### config.mk
export PLATFORM = sky130hd
export DESIGN_NAME = wb_mem_bist
export DESIGN_NICKNAME = d
export VERILOG_FILES = /design/src/rtl/wb_mem_bist.sv
export SDC_FILE = /design/constraint.sdc
export NUM_CORES = 1
export LEC_CHECK = 0
export CELL_PAD_IN_SITES_DETAIL_PLACEMENT = 1
export CELL_PAD_IN_SITES_GLOBAL_PLACEMENT = 2
export CORE_AREA = 2 2 226 228
export DETAILED_ROUTE_END_ITERATION = 7
export DIE_AREA = 0 0 228 230
export MAX_ROUTING_LAYER = met4
export PLACE_DENSITY = 0.76
export SLEW_MARGIN = 10
export SYNTH_ARGS = -nofsm -noshare
export SYNTH_HDL_FRONTEND = slang
export SYNTH_SLANG_ARGS = --single-unit
### constraint.sdc
create_clock -name wb_clk_i -period 10.4 [get_ports wb_clk_i]
set_clock_uncertainty 0.15 [all_clocks]
set_input_delay 2.08 -clock wb_clk_i [delete_from_list [all_inputs] [get_ports wb_clk_i]]
set_output_delay 2.08 -clock wb_clk_i [all_outputs]
set_load 0.005 [all_outputs]
### src/rtl/wb_mem_bist.sv
// Wishbone burst write/read-back memory tester with first-error capture.
// Optional feature macro: BIST_ERR_CAPTURE_EN (records address/data of the first mismatch).
module wb_mem_bist #(
    parameter int AW  = 26,
    parameter int DW  = 32,
    parameter int LW  = 16,
    parameter int BL  = 8,
    parameter int TMO = 1023
) (
    input  logic            wb_clk_i,
    input  logic            wb_rst_i,
    input  logic            sdr_init_done,
    input  logic            start,
    input  logic [AW-1:0]   cfg_base_addr,
    input  logic [LW-1:0]   cfg_len,
    input  logic [DW-1:0]   cfg_seed,
    output logic            wb_cyc_o,
    output logic            wb_stb_o,
    output logic            wb_we_o,
    output logic [AW-1:0]   wb_addr_o,
    output logic [DW-1:0]   wb_dat_o,
    output logic [DW/8-1:0] wb_sel_o,
    output logic [2:0]      wb_cti_o,
    input  logic            wb_ack_i,
    input  logic [DW-1:0]   wb_dat_i,
    output logic            busy,
    output logic            done,
    output logic            pass,
    output logic            timeout,
    output logic [LW-1:0]   err_cnt,
    output logic [AW-1:0]   err_addr,
    output logic [DW-1:0]   err_data
);
    localparam int SW = DW / 8;
    localparam int SH = $clog2(SW);
    localparam int BW = 5;
    localparam int TW = (TMO > 1) ? $clog2(TMO + 1) : 1;

    typedef enum logic [2:0] {
        IDLE      = 3'd0,
        WAIT_INIT = 3'd1,
        WR_BURST  = 3'd2,
        WR_GAP    = 3'd3,
        RD_BURST  = 3'd4,
        RD_GAP    = 3'd5,
        FINISH    = 3'd6
    } state_t;

    state_t          state_r, state_nxt_s;
    logic [AW-1:0]   base_r;
    logic [LW-1:0]   len_r, idx_r, idx_nxt_s;
    logic [DW-1:0]   seed_r;
    logic [BW-1:0]   brem_r, brem_nxt_s, blen_r, blen_nxt_s;
    logic [TW-1:0]   tmo_r, tmo_nxt_s;
    logic            tmo_hit_s, burst_nxt_s, mismatch_s, launch_s;
    logic            cyc_r, we_r, busy_r, done_r, pass_r, timeout_r;
    logic [AW-1:0]   addr_r, addr_d_s;
    logic [DW-1:0]   dat_r, dat_d_s;
    logic [2:0]      cti_r, cti_d_s;
    logic [LW-1:0]   err_cnt_r;

    // Beats in the next burst: the smaller of BL and the words still to move.
    function automatic logic [BW-1:0] burst_len(input logic [LW-1:0] rem);
        if (rem >= LW'(BL)) begin
            return BW'(BL);
        end else begin
            return BW'(rem);
        end
    endfunction

    assign launch_s   = (state_r == IDLE) && start;
    assign mismatch_s = (state_r == RD_BURST) && wb_ack_i &&
                        (wb_dat_i != (seed_r + DW'(idx_r)));

    // State register.
    always_ff @(posedge wb_clk_i) begin
        if (wb_rst_i) begin
            state_r <= IDLE;
        end else begin
            state_r <= state_nxt_s;
        end
    end

    // Next-state, word index, burst beat and stall-counter logic.
    always_comb begin
        state_nxt_s = state_r;
        idx_nxt_s   = idx_r;
        brem_nxt_s  = brem_r;
        blen_nxt_s  = blen_r;
        tmo_nxt_s   = {TW{1'b0}};
        tmo_hit_s   = 1'b0;
        case (state_r)
            IDLE: begin
                if (start) begin
                    state_nxt_s = WAIT_INIT;
                    idx_nxt_s   = {LW{1'b0}};
                end else begin
                    state_nxt_s = IDLE;
                end
            end
            WAIT_INIT: begin
                if (!sdr_init_done) begin
                    state_nxt_s = WAIT_INIT;
                end else if (len_r == {LW{1'b0}}) begin
                    state_nxt_s = FINISH;
                end else begin
                    state_nxt_s = WR_BURST;
                    idx_nxt_s   = {LW{1'b0}};
                    blen_nxt_s  = burst_len(len_r);
                    brem_nxt_s  = burst_len(len_r);
                end
            end
            WR_BURST, RD_BURST: begin
                if (wb_ack_i) begin
                    idx_nxt_s = idx_r + LW'(1'b1);
                    if (brem_r == BW'(1'b1)) begin
                        state_nxt_s = (state_r == WR_BURST) ? WR_GAP : RD_GAP;
                    end else begin
                        brem_nxt_s = brem_r - BW'(1'b1);
                    end
                end else if (tmo_r == TW'(TMO - 1)) begin
                    tmo_hit_s   = 1'b1;
                    state_nxt_s = FINISH;
                end else begin
                    tmo_nxt_s = tmo_r + TW'(1'b1);
                end
            end
            WR_GAP: begin
                if (idx_r == len_r) begin
                    state_nxt_s = RD_BURST;
                    idx_nxt_s   = {LW{1'b0}};
                    blen_nxt_s  = burst_len(len_r);
                    brem_nxt_s  = burst_len(len_r);
                end else begin
                    state_nxt_s = WR_BURST;
                    blen_nxt_s  = burst_len(len_r - idx_r);
                    brem_nxt_s  = burst_len(len_r - idx_r);
                end
            end
            RD_GAP: begin
                if (idx_r == len_r) begin
                    state_nxt_s = FINISH;
                end else begin
                    state_nxt_s = RD_BURST;
                    blen_nxt_s  = burst_len(len_r - idx_r);
                    brem_nxt_s  = burst_len(len_r - idx_r);
                end
            end
            FINISH:  state_nxt_s = IDLE;
            default: state_nxt_s = IDLE;
        endcase
    end

    // Bus outputs for the coming cycle, computed from the next state so they leave flops.
    always_comb begin
        burst_nxt_s = (state_nxt_s == WR_BURST) || (state_nxt_s == RD_BURST);
        addr_d_s    = {AW{1'b0}};
        dat_d_s     = {DW{1'b0}};
        cti_d_s     = 3'b000;
        if (burst_nxt_s) begin
            addr_d_s = base_r + (AW'(idx_nxt_s) << SH);
        end else begin
            addr_d_s = {AW{1'b0}};
        end
        if (state_nxt_s == WR_BURST) begin
            dat_d_s = seed_r + DW'(idx_nxt_s);
        end else begin
            dat_d_s = {DW{1'b0}};
        end
        if (!burst_nxt_s || (blen_nxt_s == BW'(1'b1))) begin
            cti_d_s = 3'b000;
        end else if (brem_nxt_s == BW'(1'b1)) begin
            cti_d_s = 3'b111;
        end else begin
            cti_d_s = 3'b010;
        end
    end

    // Datapath, configuration capture and status registers.
    always_ff @(posedge wb_clk_i) begin
        if (wb_rst_i) begin
            base_r    <= {AW{1'b0}};
            len_r     <= {LW{1'b0}};
            seed_r    <= {DW{1'b0}};
            idx_r     <= {LW{1'b0}};
            brem_r    <= {BW{1'b0}};
            blen_r    <= {BW{1'b0}};
            tmo_r     <= {TW{1'b0}};
            cyc_r     <= 1'b0;
            we_r      <= 1'b0;
            addr_r    <= {AW{1'b0}};
            dat_r     <= {DW{1'b0}};
            cti_r     <= 3'b000;
            busy_r    <= 1'b0;
            done_r    <= 1'b0;
            pass_r    <= 1'b0;
            timeout_r <= 1'b0;
            err_cnt_r <= {LW{1'b0}};
        end else begin
            idx_r  <= idx_nxt_s;
            brem_r <= brem_nxt_s;
            blen_r <= blen_nxt_s;
            tmo_r  <= tmo_nxt_s;
            cyc_r  <= burst_nxt_s;
            we_r   <= (state_nxt_s == WR_BURST);
            addr_r <= addr_d_s;
            dat_r  <= dat_d_s;
            cti_r  <= cti_d_s;
            busy_r <= (state_nxt_s != IDLE);
            done_r <= (state_nxt_s == FINISH);
            if (launch_s) begin
                base_r    <= cfg_base_addr;
                len_r     <= cfg_len;
                seed_r    <= cfg_seed;
                pass_r    <= 1'b0;
                timeout_r <= 1'b0;
                err_cnt_r <= {LW{1'b0}};
            end else begin
                if (tmo_hit_s) begin
                    timeout_r <= 1'b1;
                end
                if (mismatch_s && (err_cnt_r != {LW{1'b1}})) begin
                    err_cnt_r <= err_cnt_r + LW'(1'b1);
                end
                if (state_nxt_s == FINISH) begin
                    pass_r <= (err_cnt_r == {LW{1'b0}}) && !timeout_r && !tmo_hit_s;
                end
            end
        end
    end

`ifdef BIST_ERR_CAPTURE_EN
    logic [AW-1:0] err_addr_r;
    logic [DW-1:0] err_data_r;

    // Only the first mismatch of a run is recorded; later ones just count.
    always_ff @(posedge wb_clk_i) begin
        if (wb_rst_i || launch_s) begin
            err_addr_r <= {AW{1'b0}};
            err_data_r <= {DW{1'b0}};
        end else if (mismatch_s && (err_cnt_r == {LW{1'b0}})) begin
            err_addr_r <= addr_r;
            err_data_r <= wb_dat_i;
        end
    end

    assign err_addr = err_addr_r;
    assign err_data = err_data_r;
`else
    assign err_addr = {AW{1'b0}};
    assign err_data = {DW{1'b0}};
`endif

    assign wb_cyc_o  = cyc_r;
    assign wb_stb_o  = cyc_r;
    assign wb_we_o   = we_r;
    assign wb_addr_o = addr_r;
    assign wb_dat_o  = dat_r;
    assign wb_sel_o  = {SW{cyc_r}};
    assign wb_cti_o  = cti_r;
    assign busy      = busy_r;
    assign done      = done_r;
    assign pass      = pass_r;
    assign timeout   = timeout_r;
    assign err_cnt   = err_cnt_r;
endmodule
==> results of run 1 <==
[area by class of cell]
type                    instances  area share
diodes                          1   0.0001640
clock buffers                  17     0.02788
clock inverters                15    0.009347
inverters                      46     0.01131
multi-input cells            1262      0.5073
flip-flops and latches        195      0.2558
well taps                     672     0.05510
repair buffers                205      0.1331
[power breakdown]
part	switching (mW)	internal [mW]	leakage, nW
combinational	0.232	0.169	4.01
sequential	0.0427	0.776	1.58
clock	0.330	0.336	0.275
total	0.605	1.28	5.87
[Yosys cell counts, types with 6 or more instances]
cell type,instances
nand2_1,229
dfxtp_1,195
a21oi_1,142
nor2_1,128
ha_1,70
buf_4,65
clkbuf_1,56
o21ai_0,56
xnor2_1,52
nand3_1,47
inv_1,45
xor2_1,42
nor3_1,34
and3_1,28
a21o_1,27
or3_1,27
nor2b_1,25
nand4_1,23
a31oi_1,18
and2_1,18
nor4_1,17
o21a_1,13
o211ai_1,12
o21ai_1,11
or4_1,11
nand2b_1,10
nor3b_1,9
a2111oi_0,8
a211oi_1,8
o31a_1,8
o31ai_1,8
or2_2,8
buf_2,7
o21bai_1,7
and4_1,6
nand3b_1,6
o2111ai_1,6
[registers in the layout (all words and copies together), names as in the netlist, 2 cells and up]
register and flops:
seed_r 32, wb_dat_o 32, base_r 26, wb_addr_o 26
err_cnt 16, idx_r 16, len_r 16, tmo_r 10
blen_r 5, brem_r 5, state_r 3, wb_cti_o 2
[cells by family after synthesis]
| family | synth area share |
|---|---|
| DFF | 0.3159 |
| adders and majority gates | 0.07736 |
| buffers and inverters | 0.07574 |
| and+or+nand+nor | 0.2544 |
| xor gates and xnor gates | 0.06663 |
| muxes | 0.005366 |
| AOI/OAI and AO/OA | 0.2043 |
| other | 0.0003035 |
[per-stage QoR]
stage | area, um2 | cells
after floorplan | 12570 | 1637
after global placement | 14680 | 2380
after detailed placement | 14680 | 2380
after CTS | 15250 | 2412
after global routing | 15260 | 2413
final | 15260 | 2413
[tightest hold or removal path: stages (launching register included)]
cell and delay [ps]:
dfxtp_1 310, nand2_1 70, nor2_1 40
[per-layer routing]
layer	wire length (um)	share of wire	up-vias
li1	-	-	5777
met4	1527	0.033	0
met3	2202	0.048	62
met2	21080	0.46	250
met5	0	0	-
met1	20790	0.46	5758
[worst max path at each step]
stage | slack (ps) | startpoint | depth (start not counted) | endpoint
2_1_floorplan | 4380 | sdr_init_done | 19 | wb_dat_o[28]$_SDFF_PP0_
3_3_place_gp | 2260 | sdr_init_done | 19 | wb_dat_o[28]$_SDFF_PP0_
3_5_place_dp | 2140 | sdr_init_done | 19 | wb_dat_o[28]$_SDFF_PP0_
4_1_cts | 2650 | sdr_init_done | 19 | wb_dat_o[26]$_SDFF_PP0_
5_1_grt | 2370 | sdr_init_done | 19 | wb_dat_o[28]$_SDFF_PP0_
6_report | 2870 | sdr_init_done | 19 | wb_dat_o[26]$_SDFF_PP0_
==> impl_metrics.env, run 1 <==
export IMPL_outcome="finished, final reports clean"
export IMPL_drv_cap=0
export IMPL_worstHoldStart="blen_r[4]$_SDFF_PP0_"
export IMPL_grtUsageMet1=0.2181
export IMPL_hold_slack_ps=304.4
export IMPL_synth_edf_count=0
export IMPL_critPathCaptureType="flip-flop"
export IMPL_cp_slowest_cell="a21oi_1"
export IMPL_reg2reg_depth=22
export IMPL_grt_max_degree=75
export IMPL_top_usage_layer="met2"
export IMPL_power_density_nw_per_um2=123.6
export IMPL_place_ws_ps=2136
export IMPL_cts_tree="done"
export IMPL_num_fill_cells=6039
export IMPL_avgSynthCellArea_um2=7.821
export IMPL_fmax_ghz=0.1328
export IMPL_wl_per_cell_um=18.90
export IMPL_crit_type="in2reg"
export IMPL_worst_skew_pair_late_latency_ps=470
export IMPL_die_area_um2=52440
export IMPL_tns_ps=0
export IMPL_wl_um=45600
export IMPL_synth_area_leaders="dfxtp_1 (32%), ha_1 (7.1%), nand2_1 (7.0%)"
export IMPL_root_buffer="clkbuf_16"
export IMPL_seqCellArea_um2=3904
export IMPL_post_synth_num_cell_types=88
export IMPL_final_max_slew_viol_count=0
export IMPL_setup_ws_ps=2870
export IMPL_critPathMaxFanout=15
export IMPL_cp_start_kind="input pin"
export IMPL_h_tree_depth=4
export IMPL_period_needed_ps=7530
export IMPL_firstDrtPassIters=5
export IMPL_cp_cell_sequence="clkdlybuf4s50_1, o41ai_1, nand2_1, o2111ai_2, nand2b_1, nand2_1, o21ai_0, ha_1, fa_1, a21o_1, a21o_1, a2111oi_0, o31ai_1, o41ai_1, o2111ai_1, a21oi_1, nor3b_1, xnor2_1, nor2_1"
export IMPL_total_leakage_power_nw=5.868
export IMPL_antenna_found_initial=1
export IMPL_use_met2=0.2819
export IMPL_track_usage=0.1779
export IMPL_rsz0062_at_grt="no"
export IMPL_final_cell_mix="nand2_1 (228), clkdlybuf4s50_1 (197), dfxtp_1 (195)"
export IMPL_worst_pin_slew_ps=924.2
export IMPL_r2r_end="wb_dat_o[26]$_SDFF_PP0_"
export IMPL_regToRegSetupSlack_ps=3090
export IMPL_regToRegStartpoint="idx_r[14]$_SDFF_PP0_"
export IMPL_ctsLongestPathBuffers=2
export IMPL_grt_pass1_wl_um=70630
export IMPL_vdd_drop_max_uv=116.0
export IMPL_synth_cells=1580
export IMPL_syn_area_um2=12360
export IMPL_core_um2=49860
export IMPL_min_to="blen_r[4]$_SDFF_PP0_"
export IMPL_io_buffer_count=198
export IMPL_holdPathStages=2
export IMPL_cp_arrival_ps=7730
export IMPL_yosys_most_used_dff="dfxtp_1"
export IMPL_final_common_cell="nand2_1"
export IMPL_cts_resized=0
export IMPL_cts_sinks=195
export IMPL_die_width_um=228
export IMPL_final_hold_violation_count=0
export IMPL_ios=257
export IMPL_holdBufCountCts=0
export IMPL_slowest_delay_ps=680
export IMPL_yosys_warnings=0
export IMPL_rows=82
export IMPL_cts_buffers=17
export IMPL_final_net_count=1912
export IMPL_ys_seq_elements=195
export IMPL_drc=0
export IMPL_vias=11847
export IMPL_initial_core_util=0.2478
export IMPL_worstPathRequired_ps=10600
export IMPL_total_power_mw=1.886
export IMPL_async_flop_share=0
export IMPL_drtIter0Drc=565
export IMPL_max_slew_margin=0.3839
export IMPL_clk_pin_slew_worst_paths_ps=70
export IMPL_dp_hpwl_um=35640
export IMPL_drive_above_1_share=0.04310
export IMPL_netlist_area_leader_share=0.3159
export IMPL_gp_congestion=0.9008
export IMPL_cts_setup_buffers=0
export IMPL_multi_input_area_um2=7741
export IMPL_critPathTopFamily="compound AO/OA/AOI/OAI gates"
export IMPL_grt_util_met3=0.04328
export IMPL_fin_util=0.3061
export IMPL_synth_top_area_cell="dfxtp_1"
export IMPL_setup_viol=0
export IMPL_hp_class="reg2reg"
export IMPL_synth_seq_area_share=0.3159
export IMPL_area_delta_synth_final_pct=23.50
export IMPL_die_h_um=230
export IMPL_drt_vias_per_instance=4.910
export IMPL_ant_nets=0
export IMPL_first_global_vias=12188
export IMPL_crit_buf_inv=1
export IMPL_grt_overflow_total=0
export IMPL_fin_crit_sh=0.7241
No activity file was read; power rests on OpenSTA's default activity.
==> inputs of run 2 (changes only) <==
Clock period 10.4 ns to 7.7 ns, I/O delays scaled along.
==> impl_metrics.env, run 2 (synthesized netlist as in run 1, its figures left out) <==
export IMPL_outcome="finished, final reports clean"
export IMPL_antenna_found_initial=1
export IMPL_io_buffer_count=198
export IMPL_stdcell_area_um2=15320
export IMPL_crit_type="reg2reg"
export IMPL_rsz0062_at_grt="no"
export IMPL_slowest_delay_ps=660
export IMPL_drive_above_1_share=0.04472
export IMPL_wl_per_cell_um=19.00
export IMPL_clk_pin_slew_worst_paths_ps=70
export IMPL_die_area_um2=52440
export IMPL_regToRegStartpoint="idx_r[14]$_SDFF_PP0_"
export IMPL_r2r_end="wb_dat_o[24]$_SDFF_PP0_"
export IMPL_firstDrtPassIters=5
export IMPL_die_h_um=230
export IMPL_hold_slack_ps=296.6
export IMPL_worst_pin_slew_ps=945.7
export IMPL_period_needed_ps=6681
export IMPL_fin_crit_sh=0.8677
export IMPL_drc=0
export IMPL_initial_core_util=0.2478
export IMPL_setup_viol=0
export IMPL_fmax_ghz=0.1497
export IMPL_worst_skew_pair_late_latency_ps=480
export IMPL_cp_arrival_ps=6890
export IMPL_rows=82
export IMPL_gp_congestion=0.8579
export IMPL_root_buffer="clkbuf_16"
export IMPL_worstHoldStart="blen_r[4]$_SDFF_PP0_"
export IMPL_final_cell_mix="nand2_1 (228), clkdlybuf4s50_1 (197), dfxtp_1 (195)"
export IMPL_holdPathStages=2
export IMPL_regToRegSetupSlack_ps=1020
export IMPL_max_slew_margin=0.3653
export IMPL_cts_sinks=195
export IMPL_final_hold_violation_count=0
export IMPL_grt_pass1_wl_um=71520
export IMPL_ios=257
export IMPL_critPathTopFamily="compound AO/OA/AOI/OAI gates"
export IMPL_drv_cap=0
export IMPL_cp_cell_sequence="inv_1, ha_1, nand4_1, or3_1, or4_1, nand3_1, o2111ai_1, buf_4, nand2b_1, nand2_1, o21ai_0, ha_1, fa_1, a21o_1, a21o_1, a2111oi_0, o31ai_1, o41ai_1, o2111ai_1, a21oi_1, buf_4, nand2b_1, xor2_1, nor2_1"
export IMPL_cts_buffers=17
export IMPL_dp_hpwl_um=35720
export IMPL_final_net_count=1916
export IMPL_total_power_mw=2.610
export IMPL_drt_vias_per_instance=4.954
export IMPL_cts_setup_buffers=0
export IMPL_track_usage=0.1790
export IMPL_total_leakage_power_nw=5.900
export IMPL_worstPathRequired_ps=7910
export IMPL_worst_path_stages=24
export IMPL_hp_class="reg2reg"
export IMPL_crit_buf_inv=3
export IMPL_cp_start_kind="flip-flop"
export IMPL_reg2reg_depth=24
export IMPL_cts_tree="done"
export IMPL_grt_overflow_total=0
export IMPL_tns_ps=0
export IMPL_critPathCaptureType="flip-flop"
export IMPL_final_max_slew_viol_count=0
export IMPL_vdd_drop_max_uv=163.6
export IMPL_h_tree_depth=4
export IMPL_core_um2=49860
export IMPL_power_density_nw_per_um2=170.3
export IMPL_ant_nets=0
export IMPL_holdBufCountCts=0
export IMPL_wl_um=45920
export IMPL_cts_resized=0
export IMPL_grt_max_degree=76
export IMPL_final_common_cell="nand2_1"
export IMPL_num_fill_cells=6028
export IMPL_vias=11975
export IMPL_cp_slowest_cell="or4_1"
export IMPL_area_delta_synth_final_pct=23.99
export IMPL_die_width_um=228
export IMPL_postPlaceCellArea_um2=14710
export IMPL_min_to="blen_r[4]$_SDFF_PP0_"
export IMPL_first_global_vias=12093
export IMPL_critPathMaxFanout=15
export IMPL_ctsLongestPathBuffers=2
export IMPL_drtIter0Drc=514
[run 2: worst register-to-register path, cell delays in order (launching register included)]
cell,delay (ps)
dfxtp_1,390
inv_1,100
ha_1,480
nand4_1,110
or3_1,370
or4_1,660
nand3_1,140
o2111ai_1,140
buf_4,220
nand2b_1,170
nand2_1,70
o21ai_0,150
ha_1,260
fa_1,410
a21o_1,170
a21o_1,210
a2111oi_0,600
o31ai_1,210
o41ai_1,570
o2111ai_1,210
a21oi_1,210
buf_4,200
nand2b_1,130
xor2_1,170
nor2_1,60
[run 2: power breakdown]
| group | internal, mW | switching (mW) | leakage [nW] |
|---|---|---|---|
| clock network | 0.497 | 0.461 | 0.290 |
| logic | 0.230 | 0.318 | 4.03 |
| registers | 1.05 | 0.0552 | 1.58 |
| total | 1.78 | 0.834 | 5.90 |
[run 2: area by class of cell]
type	count	area [um2]	area share
Antenna cell	1	2.502	0.0001633
Clock buffer	18	439.2	0.02866
Clock inverter	14	165.2	0.01078
Inverter	46	172.7	0.01127
Multi-Input combinational cell	1262	7735	0.5049
Sequential cell	195	3904	0.2548
Tap cell	672	840.8	0.05488
Timing Repair Buffer	209	2062	0.1346
[run 2: stage by stage]
step,setup WS [ps],utilization,instances
2_1_floorplan,1954,-,1637
3_3_place_gp,861.6,0.2951,2384
3_5_place_dp,857.8,0.2951,2384
4_1_cts,968.5,0.3072,2416
5_1_grt,442.9,0.3073,2417
6_report,1019,0.3073,2417
[run 2: worst max path at each step]
| stage | from | end | slack [ps] |
|---|---|---|---|
| global placement | sdr_init_done | wb_dat_o[28]$_SDFF_PP0_ | 860 |
| finish | idx_r[14]$_SDFF_PP0_ | wb_dat_o[24]$_SDFF_PP0_ | 1020 |
| CTS | idx_r[14]$_SDFF_PP0_ | wb_dat_o[24]$_SDFF_PP0_ | 970 |
| detailed placement | sdr_init_done | wb_dat_o[24]$_SDFF_PP0_ | 860 |
| global route | idx_r[6]$_SDFF_PP0_ | wb_dat_o[24]$_SDFF_PP0_ | 440 |
| floorplan | idx_r[14]$_SDFF_PP0_ | wb_dat_o[28]$_SDFF_PP0_ | 1950 |
[run 2: per-layer routing]
layer | GRT usage | up-vias | wire length (um)
met1 | 0.2217 | 5885 | 21000
met4 | 0.04800 | 0 | 839
met3 | 0.04018 | 41 | 2082
li1 | - | 5800 | -
met5 | - | - | 0
met2 | 0.2933 | 249 | 22000
